--- src/rtl/fetch_pkg.sv ---
// fetch_pkg: shared widths, NOP encoding and fetch-queue entry type
package fetch_pkg;
  localparam int XLEN = 32;
  localparam logic [XLEN-1:0] NOP_INSTR = 32'h0000_0013;
  typedef struct packed {
    logic [XLEN-1:0] instr;
    logic [XLEN-1:0] pc;
  } fq_entry_t;
endpackage

--- src/rtl/fetch_if.sv ---
// fetch_if: instruction-memory request/response bus between fetch unit and imem
interface fetch_if;
  import fetch_pkg::*;
  logic            req;
  logic [XLEN-1:0] addr;
  logic            gnt;
  logic            rvalid;
  logic [XLEN-1:0] rdata;
  modport master (output req, addr, input gnt, rvalid, rdata);
  modport slave  (input req, addr, output gnt, rvalid, rdata);
endinterface

--- src/rtl/fetch_queue.sv ---
// fetch_queue: in-order FIFO of fetched {instr, pc} with synchronous clear
module fetch_queue
  import fetch_pkg::*;
#(
  parameter int QDEPTH = 2,
  localparam int AW = $clog2(QDEPTH)
) (
  input  logic      clk,
  input  logic      rst_n,
  input  logic      push,
  input  logic      pop,
  input  logic      clear,
  input  fq_entry_t wdata,
  output fq_entry_t rdata,
  output logic      full,
  output logic      empty,
  output logic [AW:0] count
);
  fq_entry_t mem [QDEPTH];
  logic [AW:0] wp, rp;
  assign count = wp - rp;
  assign empty = wp == rp;
  assign full  = count == (AW+1)'(QDEPTH);
  assign rdata = mem[rp[AW-1:0]];
  // one extra pointer bit distinguishes full from empty
  always_ff @(posedge clk or negedge rst_n)
    if (!rst_n) begin
      wp <= '0;
      rp <= '0;
    end else if (clear) begin
      wp <= '0;
      rp <= '0;
    end else begin
      if (push) wp <= wp + (AW+1)'(1);
      if (pop) rp <= rp + (AW+1)'(1);
    end
  always_ff @(posedge clk)
    if (push && !clear) mem[wp[AW-1:0]] <= wdata;
endmodule

--- src/rtl/fetch_unit.sv ---
// fetch_unit: PC generation, variable-latency imem fetch, fetch queue and IF/ID register
module fetch_unit
  import fetch_pkg::*;
#(
  parameter logic [XLEN-1:0] RESET_PC = '0,
  parameter int QDEPTH = 2
) (
  input  logic            clk,
  input  logic            rst_n,
  input  logic            stall,
  input  logic            flush,
  input  logic [XLEN-1:0] PCTargetE,
  fetch_if.master         imem,
  output logic [XLEN-1:0] InstrD,
  output logic [XLEN-1:0] PCD,
  output logic [XLEN-1:0] PCPlus4D,
  output logic            ValidD
);
  localparam int AW = $clog2(QDEPTH);
  localparam int DW = 8;
  logic [XLEN-1:0] pc_q;
  logic [XLEN-1:0] opc [QDEPTH];
  logic [AW:0] owp, orp, outstanding, occupancy;
  logic [DW-1:0] discard;
  logic fire, drop, accept, pop, q_full, q_empty;
  fq_entry_t head, push_entry;
  assign outstanding = owp - orp;
  // credit rule: buffered plus in-flight fetches never exceed the queue depth
  assign imem.req   = rst_n && !flush && ({1'b0, occupancy} + {1'b0, outstanding} < (AW+2)'(QDEPTH));
  assign imem.addr  = pc_q;
  assign fire       = imem.req && imem.gnt;
  assign drop       = imem.rvalid && (flush || discard != '0);
  assign accept     = imem.rvalid && !drop;
  assign pop        = !flush && !stall && !q_empty;
  assign push_entry = '{instr: imem.rdata, pc: opc[orp[AW-1:0]]};
  fetch_queue #(.QDEPTH(QDEPTH)) u_queue (
    .clk, .rst_n, .push(accept), .pop, .clear(flush), .wdata(push_entry),
    .rdata(head), .full(q_full), .empty(q_empty), .count(occupancy)
  );
  always_ff @(posedge clk or negedge rst_n)
    if (!rst_n) begin
      pc_q     <= RESET_PC;
      owp      <= '0;
      orp      <= '0;
      discard  <= '0;
      InstrD   <= NOP_INSTR;
      PCD      <= '0;
      PCPlus4D <= XLEN'(4);
      ValidD   <= 1'b0;
    end else if (flush) begin
      pc_q     <= PCTargetE;
      owp      <= '0;
      orp      <= '0;
      discard  <= discard + DW'(outstanding) - DW'(imem.rvalid);
      InstrD   <= NOP_INSTR;
      PCD      <= '0;
      PCPlus4D <= XLEN'(4);
      ValidD   <= 1'b0;
    end else begin
      if (fire) begin
        pc_q <= pc_q + XLEN'(4);
        owp  <= owp + (AW+1)'(1);
      end
      if (accept) orp <= orp + (AW+1)'(1);
      if (drop) discard <= discard - DW'(1);
      if (!stall) begin
        InstrD   <= pop ? head.instr : NOP_INSTR;
        PCD      <= pop ? head.pc : '0;
        PCPlus4D <= (pop ? head.pc : '0) + XLEN'(4);
        ValidD   <= pop;
      end
    end
  always_ff @(posedge clk)
    if (fire) opc[owp[AW-1:0]] <= pc_q;
  assert property (@(posedge clk) disable iff (!rst_n) !(accept && q_full));
endmodule
--- src/flat_wrapper.sv ---
// flat-port wrapper written by rule: the top's interface ports become plain ports
module fetch_unit_flat import fetch_pkg::*;
#(
  parameter logic [XLEN-1:0] RESET_PC = '0,
  parameter int QDEPTH = 2
)
  (clk, rst_n, stall, flush, PCTargetE, InstrD, PCD, PCPlus4D, ValidD, imem_req, imem_addr, imem_gnt, imem_rvalid, imem_rdata);
  fetch_if imem_i ();
  input  logic clk;
  input  logic rst_n;
  input  logic stall;
  input  logic flush;
  input  logic [XLEN-1:0] PCTargetE;
  output logic [XLEN-1:0] InstrD;
  output logic [XLEN-1:0] PCD;
  output logic [XLEN-1:0] PCPlus4D;
  output logic ValidD;
  output wire logic [$bits(imem_i.req)-1:0] imem_req;
  output wire logic [$bits(imem_i.addr)-1:0] imem_addr;
  input wire logic [$bits(imem_i.gnt)-1:0] imem_gnt;
  input wire logic [$bits(imem_i.rvalid)-1:0] imem_rvalid;
  input wire logic [$bits(imem_i.rdata)-1:0] imem_rdata;
  assign imem_req = imem_i.req;
  assign imem_addr = imem_i.addr;
  assign imem_i.gnt = imem_gnt;
  assign imem_i.rvalid = imem_rvalid;
  assign imem_i.rdata = imem_rdata;
  fetch_unit #(.RESET_PC(RESET_PC), .QDEPTH(QDEPTH)) u_core (.clk(clk), .rst_n(rst_n), .stall(stall), .flush(flush), .PCTargetE(PCTargetE), .imem(imem_i), .InstrD(InstrD), .PCD(PCD), .PCPlus4D(PCPlus4D), .ValidD(ValidD));
endmodule
--- config.mk ---
export PLATFORM = sky130hd
export DESIGN_NAME = fetch_unit_flat
export DESIGN_NICKNAME = d
export VERILOG_FILES = /design/src/rtl/fetch_pkg.sv /design/src/rtl/fetch_if.sv /design/src/rtl/fetch_queue.sv /design/src/rtl/fetch_unit.sv /design/src/flat_wrapper.sv
export SDC_FILE = /design/constraint.sdc
export NUM_CORES = 1
export LEC_CHECK = 0
export ABC_AREA = 1
export CORE_MARGIN = 1.5
export CORE_UTILIZATION = 25
export DETAILED_ROUTE_END_ITERATION = 16
export HOLD_SLACK_MARGIN = 0.15
export PLACE_DENSITY_LB_ADDON = 0.15
export REMOVE_ABC_BUFFERS = 1
export SLEW_MARGIN = 20
export SYNTH_ARGS = -nofsm -noshare
export SYNTH_HDL_FRONTEND = slang
export SYNTH_SLANG_ARGS = --single-unit
export TNS_END_PERCENT = 100
--- constraint.sdc ---
create_clock -name clk -period 12.6 [get_ports clk]
set_input_delay 1.26 -clock clk [delete_from_list [all_inputs] [get_ports clk]]
set_output_delay 1.26 -clock clk [all_outputs]
set_load 0.05 [all_outputs]
==> flow_summary.ini <==
[grt]
antenna_found_initial = 0
grt_pass1_wl_um = 64600
grt_pass1_vias = 10900
track_usage_pct = 13.8
grt_max_degree = 84
grt_overflow = 0

[die]
rows = 89
die_h_um = 247
num_io_pins = 200
fp.dieArea_um2 = 61100
core_um2 = 59000
start_util_pct = 25.3
die_w_um = 247

[detailed_routing]
ant_nets = 0
first_iter_violations = 614
wl_um = 41800
route.detailed.drc = 0
wl_per_cell_um = 16.7
via_count = 10800
vias_per_cell = 4.31
drt_pass1_iterations = 5

[sta]
relSlewSlack_pct = 33.6
worst_slew_pin_slew_ns = 0.996
tns_ns = 0
setup_viol = 0
rsz0062_at_grt = no
fmax_ghz = 0.213
finalCritPeriodShare_pct = 37.3
hold_violations = 0
final_max_slew_viol_count = 0
period_minus_slack_ns = 4.70
skew_ns = 0.0173

[clock_network]
cts.sinks = 335
postCtsHoldBufs = 0
clk_latency_ns = 0.56
numCtsBuffers = 41
cts_resized = 0
post_cts_buffers = 0
clk_pin_slew_ns = 0.06
clk_path_buf_depth = 3
cts_tree = built
h-tree-depth = 2
root_buffer = clkbuf_16

[yosys]
synth_common_cells = nand2_1 (589), edfxtp_1 (192), dfrtp_1 (139), inv_1 (92), nor2_1 (80)
syn_area_um2 = 14900
synth_ff_type = edfxtp_1
synth_top_area_cell = edfxtp_1
synth_area_leaders = edfxtp_1 (39%), dfrtp_1 (23%), nand2_1 (15%)
synth_edf_count = 192
avgSynthCellArea_um2 = 9.96
synth_seq_cells = 335
synth_cell_types = 46
syn_inst = 1497
yosysTopAreaCellShare_pct = 38.7
ys_async_sr_fraction_pct = 42.7
yosysWarnings = 0
yosysSeqAreaShare_pct = 62.7
yosysMostFrequentCell = nand2_1

[setup_path]
r2r_slack_ns = 8.13
rr_startpoint = u_core.u_queue.rp[0]
worstReg2RegEnd = u_core.PCPlus4D[14]
worstRegToRegCells = 15
crit_path_end_kind = output port
worstPathArrival_ns = 3.44
cp-endpoint = imem_req
cp-start-kind = register
worstSetupPathType = register to output port
crit_path_start = u_core.orp[0]
cp_max_fo = 37
worstPathRequired_ns = 11.34

[power]
power_frac_clock_pct = 40.5
p_switching_uw = 763
peakVddDrop_v = 0.0000817
sw_frac_of_total_pct = 27.7
p_seq_share_pct = 45.6
total_power_mw = 2.75
p_leak_nw = 7.84
comb_power_share_pct = 13.9
p_per_area_nw_per_um2 = 146
p_int_mw = 1.99

[placement]
gp_congestion = 0.849
hpwl_um = 28800
io_buffers = 199
place_inst = 2427

[finish]
final_cells = 2502
n_antenna_cell = 0
areaGrowthSynthToFinish_pct = 26.8
fill_cells = 6200
layout.nets = 1790
drive_gt1_share_pct = 7.52

[worst_hold_path]
hold_start = u_core.u_queue.mem[0][38]
hold_path.class = register to register

[flow_run]
cap_violations = 0

[status]
status = complete, no violations
## registers in the layout, indices dropped and copies added (netlist names)
name	flops
u_core.imem.addr	32
u_core.opc	64
u_core.orp	2
u_core.InstrD	32
u_core.discard	8
u_core.owp	2
u_core.PCPlus4D	32
u_core.u_queue.wp	2
u_core.ValidD	1
u_core.u_queue.rp	2
u_core.PCD	30
u_core.u_queue.mem	128
## cell usage in the layout (no fill, tap or decap), types with 3 or more instances in the layout
cell type,count
nand3b_1,9
dfrtp_1,139
nor2_1,78
nor2_4,6
o22ai_1,3
nand2_1,589
inv_2,7
nand4_1,33
a22oi_1,24
edfxtp_1,192
clkbuf_16,41
ha_1,22
o21ai_1,6
clkinv_2,7
nand4_2,6
a21oi_1,17
clkbuf_1,12
nor3_1,16
nand3_1,74
buf_4,13
xnor2_1,10
inv_1,91
clkbuf_8,3
nor2_2,14
o21ai_0,38
dfstp_2,4
a31oi_1,3
nand2_4,3
clkdlybuf4s50_1,197
clkinv_1,5
nand2_2,8
inv_6,3
o21bai_1,6
xor2_1,26
## cell type report
| type | count | area (um^2) | area share, % |
|---|---|---|---|
| Sequential cell | 335 | 9350 | 49.4 |
| Multi-Input combinational cell | 1007 | 4860 | 25.7 |
| Timing Repair Buffer | 212 | 2090 | 11.0 |
| Clock buffer | 56 | 1110 | 5.88 |
| Tap cell | 773 | 967 | 5.12 |
| Inverter | 100 | 380 | 2.01 |
| Clock inverter | 19 | 150 | 0.794 |
## worst min path at each step
stage	end	slack [ns]	cells past startpoint
after floorplan	u_core.InstrD[24]	0.43	2
after global placement	u_core.InstrD[27]	0.44	2
after detailed placement	u_core.PCPlus4D[0]	0.44	2
after CTS	u_core.InstrD[6]	0.45	2
after global routing	u_core.PCPlus4D[0]	0.47	2
final	u_core.InstrD[6]	0.45	2
## cells by family (layout without fill, tap and decap cells)
| logic type | count (synthesis) | after routing | synth area share [%] |
|---|---|---|---|
| XOR/XNOR | 38 | 38 | 2.33 |
| AND/OR/NAND/NOR | 842 | 842 | 24.0 |
| adder cells (fa/ha/maj) | 23 | 23 | 1.98 |
| buffers and inverters | 155 | 387 | 4.78 |
| AO/OA/AOI/OAI | 104 | 104 | 4.20 |
| flip-flops | 335 | 335 | 62.7 |
## routing by layer
| layer | wire (um) | GRT usage [%] |
|---|---|---|
| met1 | 19400 | 18.3 |
| met2 | 19700 | 22.7 |
| met3 | 1690 | 2.62 |
| met4 | 1130 | 4.55 |
| met5 | 0 | 0 |
## power by group through the flow
stage	combinational, mW	sequential [mW]	clock, mW
2_1_floorplan	0.205	1.31	0
3_3_place_gp	0.383	1.28	0
3_5_place_dp	0.387	1.28	0
4_1_cts	0.390	1.25	1.16
5_1_grt	0.434	1.26	1.20
6_report	0.383	1.25	1.11
## critical path, cell delays in order (launching register included)
cell and delay [ns]:
dfrtp_1 0.32, buf_4 0.37, ha_1 0.27, xor2_2 0.23, xor2_1 0.22, ha_1 0.26
nor3_1 0.16, inv_1 0.09, nor2_4 0.14, clkdlybuf4s50_1 0.83
## through the flow
step                area, um^2  hold slack [ns]  worst slack (ns)  utilization (%)
floorplan                14600            0.429              7.46                -
global placement         17600            0.436              7.56             29.9
detailed placement       17600            0.441              7.43             29.9
CTS                      18900            0.451              7.79             32.0
global route             18900            0.475              7.65             32.0
finish                   18900            0.449              7.90             32.0
No activity file was read; power rests on OpenSTA's default activity.
